===== config.mk =====
export PLATFORM = sky130hd
export DESIGN_NAME = bit_sample_counter
export DESIGN_NICKNAME = d
export VERILOG_FILES = /design/src/rtl/bit_sample_counter.sv
export SDC_FILE = /design/constraint.sdc
export NUM_CORES = 1
export LEC_CHECK = 0
export ABC_AREA = 1
export BUFFER_PORTS_ARGS = -buffer_cell sky130_fd_sc_hd__buf_2
export CELL_PAD_IN_SITES_DETAIL_PLACEMENT = 0
export CELL_PAD_IN_SITES_GLOBAL_PLACEMENT = 2
export CORE_AREA = 2 2 41 62
export CTS_CLUSTER_SIZE = 10
export DETAILED_ROUTE_END_ITERATION = 8
export DIE_AREA = 0 0 43 64
export PLACE_DENSITY = 0.73
export SETUP_SLACK_MARGIN = 0.3
export SYNTH_ARGS = -nofsm -noshare
export SYNTH_HDL_FRONTEND = slang
export SYNTH_SLANG_ARGS = --single-unit
export TNS_END_PERCENT = 1

===== constraint.sdc =====
create_clock -name clk -period 4.3 [get_ports clk]
set_clock_uncertainty 0.2 [all_clocks]
set_input_delay 0 -clock clk [delete_from_list [all_inputs] [get_ports clk]]
set_output_delay 0 -clock clk [all_outputs]
set_load 0.03 [all_outputs]

===== src/rtl/bit_sample_counter.sv =====
// Oversampled bit/frame timing counter.
// Counts enabled oversample ticks within a bit period and bit periods within a
// frame, and emits registered strobes at mid-bit, end of bit and end of frame.
module bit_sample_counter #(
  parameter int SAMPLE_W        = 4,
  parameter int SAMPLES_PER_BIT = 16,
  parameter int MID_SAMPLE      = 8,
  parameter int BIT_W           = 4,
  parameter int BITS_PER_FRAME  = 10
) (
  input  logic                clk,
  input  logic                rst,
  input  logic                enable,
  input  logic                start,
  input  logic                abort,
  output logic [SAMPLE_W-1:0] sample_cnt,
  output logic [BIT_W-1:0]    bit_cnt,
  output logic                busy,
  output logic                mid_strobe,
  output logic                bit_done,
  output logic                frame_done
);

  typedef enum logic {
    IDLE = 1'b0,
    RUN  = 1'b1
  } state_t;

  localparam logic [SAMPLE_W-1:0] SAMP_LAST = SAMPLE_W'(SAMPLES_PER_BIT - 1);
  localparam logic [SAMPLE_W-1:0] SAMP_MID  = SAMPLE_W'(MID_SAMPLE);
  localparam logic [SAMPLE_W-1:0] SAMP_ONE  = SAMPLE_W'(1);
  localparam logic [BIT_W-1:0]    BIT_LAST  = BIT_W'(BITS_PER_FRAME - 1);
  localparam logic [BIT_W-1:0]    BIT_ONE   = BIT_W'(1);
  // Mid strobe also fires when the sample count lands on 0 (RUN entry or bit wrap).
  localparam logic                MID_AT_ZERO = (MID_SAMPLE == 0);

  state_t              state_q, state_d;
  logic [SAMPLE_W-1:0] sample_d;
  logic [BIT_W-1:0]    bit_d;
  logic                mid_d, bit_done_d, frame_done_d;

  assign busy = (state_q == RUN);

  // Next-state, next-count and next-strobe decode.
  always_comb begin
    state_d      = state_q;
    sample_d     = sample_cnt;
    bit_d        = bit_cnt;
    mid_d        = 1'b0;
    bit_done_d   = 1'b0;
    frame_done_d = 1'b0;
    case (state_q)
      IDLE: begin
        sample_d = '0;
        bit_d    = '0;
        if (start && !abort) begin
          state_d = RUN;
          mid_d   = MID_AT_ZERO;
        end
      end
      RUN: begin
        if (abort) begin
          // Abort outranks enable and start; no completion strobes.
          state_d  = IDLE;
          sample_d = '0;
          bit_d    = '0;
        end else if (enable) begin
          if (sample_cnt == SAMP_LAST) begin
            sample_d   = '0;
            bit_done_d = 1'b1;
            if (bit_cnt == BIT_LAST) begin
              state_d      = IDLE;
              bit_d        = '0;
              frame_done_d = 1'b1;
            end else begin
              bit_d = bit_cnt + BIT_ONE;
              mid_d = MID_AT_ZERO;
            end
          end else begin
            sample_d = sample_cnt + SAMP_ONE;
            mid_d    = ((sample_cnt + SAMP_ONE) == SAMP_MID);
          end
        end
      end
      default: begin
        state_d  = IDLE;
        sample_d = '0;
        bit_d    = '0;
      end
    endcase
  end

  // State, counter and strobe registers; reset forces everything idle.
  always_ff @(posedge clk) begin
    if (rst) begin
      state_q    <= IDLE;
      sample_cnt <= '0;
      bit_cnt    <= '0;
      mid_strobe <= 1'b0;
      bit_done   <= 1'b0;
      frame_done <= 1'b0;
    end else begin
      state_q    <= state_d;
      sample_cnt <= sample_d;
      bit_cnt    <= bit_d;
      mid_strobe <= mid_d;
      bit_done   <= bit_done_d;
      frame_done <= frame_done_d;
    end
  end

endmodule


; ---- Word-level counts from Yosys, hierarchy flattened
; Cells that the tools add are included.
[word_totals]
ff_bits = 12
output_inout_bits = 12
input_bits = 5
[classes]
bitwise = 3
n_mux = 21
add_sub_neg = 2
reduce_logical = 5
eq_ne = 5
[op_table]
columns = cell, count
row1 = $mux W4, 7
row2 = $pmux W4 S2, 2
row3 = $eq A4 B4 Y1 const B, 3
row4 = $mux W1, 10
row5 = $add A4 B1 Y4 const B, 2
row6 = $reduce_or A5 Y1, 1
row7 = $pmux W1 S2, 2
row8 = $reduce_or A4 Y1, 1
row9 = $ne A3 B2 Y1 const B, 1
row10 = $ne A3 B3 Y1 const B, 1
row11 = $not A1 Y1, 3
row12 = $reduce_and A2 Y1, 1
row13 = $logic_and A1 B1 Y1, 1
row14 = $logic_not A1 Y1, 1

; ---- Depth between registers and ports, before layout
[logic_depth]
depth_word = 6
depth_mapped = 7

; ---- Worst setup path before layout
; OpenSTA, ideal clock, no wires.
[synth_timing]
path_kind = reg-to-reg
startpoint = register sample_cnt[1]
endpoint = register bit_cnt[2]
t_arrival_ns = 1.314
stages_incl_launch_ff = 7
slack_ns = 2.676
setup_time_ns = 0.110
path_buffers = 0
path_cell_list = dfxtp_1 -> ha_1 -> nand4_1 -> nor2_1 -> nor2_1 -> nand2_1 -> nor2_1
[synth_between]
elab_chain_len = 3
[synth_lines]
columns = element, line
row1 = "start, declared", 16  ; output logic [SAMPLE_W-1:0] sample_cnt,
row2 = "start signal, assigned", 104  ; sample_cnt <= sample_d;
row3 = $eq A4 B4 Y1, 68  ; if (sample_cnt == SAMP_LAST) begin
row4 = $ne A3 B2 Y1 (no line), n/a
row5 = $reduce_and A2 Y1 (no line), n/a
row6 = "end signal, assigned", 105  ; bit_cnt <= bit_d;
row7 = "end, declared", 17  ; output logic [BIT_W-1:0] bit_cnt,
; Every way passes these cells.
; A chain may end at the register's enable or synchronous reset.

; ---- Worst setup path in the final report
[layout_timing]
startpoint = register sample_cnt[0]
endpoint = register bit_cnt[1]
; The elaborated chain is that of the path after synthesis.

==> impl_metrics.yaml <==
status:
  status: "completed"
pwr:
  p_total_uw: 197
  p_leak_nw: 0.368
  powerDensity_nw_per_um2: 251
  ir_worst_vdd_v: 0.000156
sta:
  setup_slack_ns: 2.33
  grt_setup_unrepaired: "no"
  slew_violations: 0
  hold_viol: 0
  fmax_mhz: 509
  tns_ns: 0
  fin_crit_ns: 1.97
  min_period_over_period_pct: 45.7
  finalSetupViolCount: 0
  timing.slew.headroom_pct: 74.3
  worst_slew_pin_slew_ns: 0.383
route:
  drt_wl_total_mm: 1.51
  m1WireLength_um: 617
  top_layer_used: "met4"
  postRouteAntennaNets: 0
  wl_per_cell_um: 11.7
  drt_iter0_drc: 6
  dr.pass1.iters: 4
  dr_wl_met2_um: 777
  num_vias: 605
  drc: 0
  wl_met3_um: 70
  via_per_inst: 4.69
critical_path:
  crit_chain: "ha_1 -> nand4_1 -> inv_1 -> nand3_1 -> a21oi_1 -> dlygate4sd3_1"
  path_class: "flop to flop"
  slowest_delay_ns: 0.55
  worst_ep_arrival_time_ns: 1.99
  r2r_start: "sample_cnt[0]"
  slowest_stage: "dlygate4sd3_1"
  endpoint_kind: "flop"
  r2r-end: "bit_cnt[1]"
  critPathMaxFanout: 6
  critPathLaunchType: "flop"
  rr_worst_depth: 6
  cp.required_ns: 4.32
  r2r_setup_slack_ns: 2.33
cts:
  cts_sinks: 12
  tritoncts: "done"
  clk_pin_slew_ns: 0.07
  cts_buffer_depth: 2
  clk-insertion-delay-late_ns: 0.27
  htreeDepth: 1
  clock-root-buffer: "clkbuf_4"
  cts_buffers: 3
global_routing:
  grt_max_degree: 8
  grt_pass1_wl_mm: 2.73
  antenna_found_initial: 0
  first_global_vias: 628
  grt-ovfl-total: 0
  globalRouteTotalUtil_pct: 13.1
logic_synthesis:
  synth_top_area_share_pct: 39.9
  synthTopCellsByArea: "dfxtp_1 (40%), ha_1 (8.3%), inv_1 (8.1%)"
  synthMuxAreaShare_pct: 0
  synthAdderAreaFrac_pct: 8.32
  synth_cell_types: 16
  synth_top_area_cell: "dfxtp_1"
  avgSynthCellArea_um2: 7.34
  syn_inst: 82
  synth_top_family_by_area: "simple AND/OR/NAND/NOR gates"
  synth.net_count: 91
  synth_compound_area_share_pct: 7.90
  synth_area_um2: 602
  synthSimpleGateAreaFrac_pct: 32.8
  post_synth_xor_area_fraction_pct: 2.91
  ys_seq_elements: 12
  yosysWarningCount: 0
  seq_area_frac_synth_pct: 39.9
placement:
  hpwl_mm: 1.18
  pre_cts_slack_ns: 2.79
  io_buffers: 16
  gp_congestion: 0.708
finish:
  syn_to_final_growth_pct: 30.1
  layout.nets: 117
  antenna_cells: 0
  fillCellCount: 257
  drive_gt1_share_pct: 20.8
  final_util_pct: 35.5
floorplanning:
  core_um2: 2210
  die_area_um2: 2750
  start_util_pct: 27.3
  io_pins: 17
  die_x_um: 43
  dieHeight_um: 64
  row_count: 21
hold_path:
  whs_path_depth: 3
  min_to: "sample_cnt[1]"
  min_path_type: "primary input to flop"
  hp-start: "rst"
job:
  cap_violations: 0
## timing repair
action | in CTS | in global routing
setup buffers | 0 | 0
endpoints found under the hold margin | 12 | 0
hold buffers | 5 | 0
resized for setup | 0 | 0
## through the flow
| step | std cells | hold slack [ns] | area, µm² |
|---|---|---|---|
| 6_report | 129 | 0.264 | 783 |
| 5_1_grt | 129 | 0.274 | 783 |
| 4_1_cts | 129 | 0.266 | 783 |
| 3_5_place_dp | 121 | 0.0177 | 711 |
| 3_3_place_gp | 121 | 0.0136 | 711 |
| 2_1_floorplan | 82 | -0.131 | 602 |
## where the power goes
part	total [mW]	switching, mW	internal [mW]
combinational	0.0155	0.00925	0.00624
sequential	0.113	0.00121	0.112
clock	0.0682	0.0357	0.0325
## cell families after synthesis
group / after synthesis
AND/OR/NAND/NOR: 42
buffers and inverters: 13
flip-flops: 12
AO/OA/AOI/OAI: 9
adder cells (fa/ha/maj): 4
XOR/XNOR: 2
## cell usage after synthesis
library cell and count:
inv_1 13, nand4_1 6, nand3_2 1, nand2_2 1
nor2_1 11, nand3b_1 1, nor2_2 1, a21oi_1 5
dfxtp_1 12, nand3_1 7, xor2_1 2, nor3_1 1
o21ai_0 3, nand2_1 13, ha_1 4, o21bai_1 1
## area by class of cell
cell class | count | area [µm²] | area share, %
Tap cell | 23 | 28.8 | 3.67
Timing Repair Buffer | 21 | 130 | 16.6
Clock buffer | 3 | 22.5 | 2.88
Inverter | 13 | 48.8 | 6.23
Sequential cell | 12 | 240 | 30.7
Multi-Input combinational cell | 57 | 313 | 39.9
## sequential cells by signal, indices dropped and copies added, names as in the netlist
register    flops
sample_cnt      4
bit_cnt         4
mid_strobe      1
busy            1
frame_done      1
bit_done        1
## worst max-delay path, delay by kind of cell (launching register included)
kind | cells | cell delay [ns]
DFF | 1 | 0.43
buffers and inverters | 2 | 0.65
and+or+nand+nor | 2 | 0.27
AOI/OAI and AO/OA | 1 | 0.11
adders and majority gates | 1 | 0.25
## routing by layer
layer / GRT usage [%] / vias up
li1: - / 319
met1: 15.0 / 267
met2: 22.3 / 14
met3: 1.98 / 5
met4: 7.95 / 0
met5: 0 / -
## cells in the final DEF, fill, tap and decap left out, types with 4 or more instances in the layout
cell           netlist  layout
nor2_1              11      11
inv_1               13      13
nand4_1              6       6
nand2_1             13      13
dfxtp_1             12      12
buf_2                0      16
dlygate4sd3_1        0       5
nand3_1              7       7
a21oi_1              5       5
ha_1                 4       4
## worst max-delay path by stage
stage,from,end,slack (ns),cells past startpoint
global placement,sample_cnt[1],bit_cnt[2],2.80,6
global route,sample_cnt[1],bit_cnt[1],2.17,6
floorplan,sample_cnt[1],bit_cnt[2],2.68,6
finish,sample_cnt[0],bit_cnt[1],2.33,6
CTS,sample_cnt[0],bit_cnt[1],2.32,6
detailed placement,sample_cnt[0],bit_cnt[3],2.79,6
No activity file was read; power rests on OpenSTA's default activity.
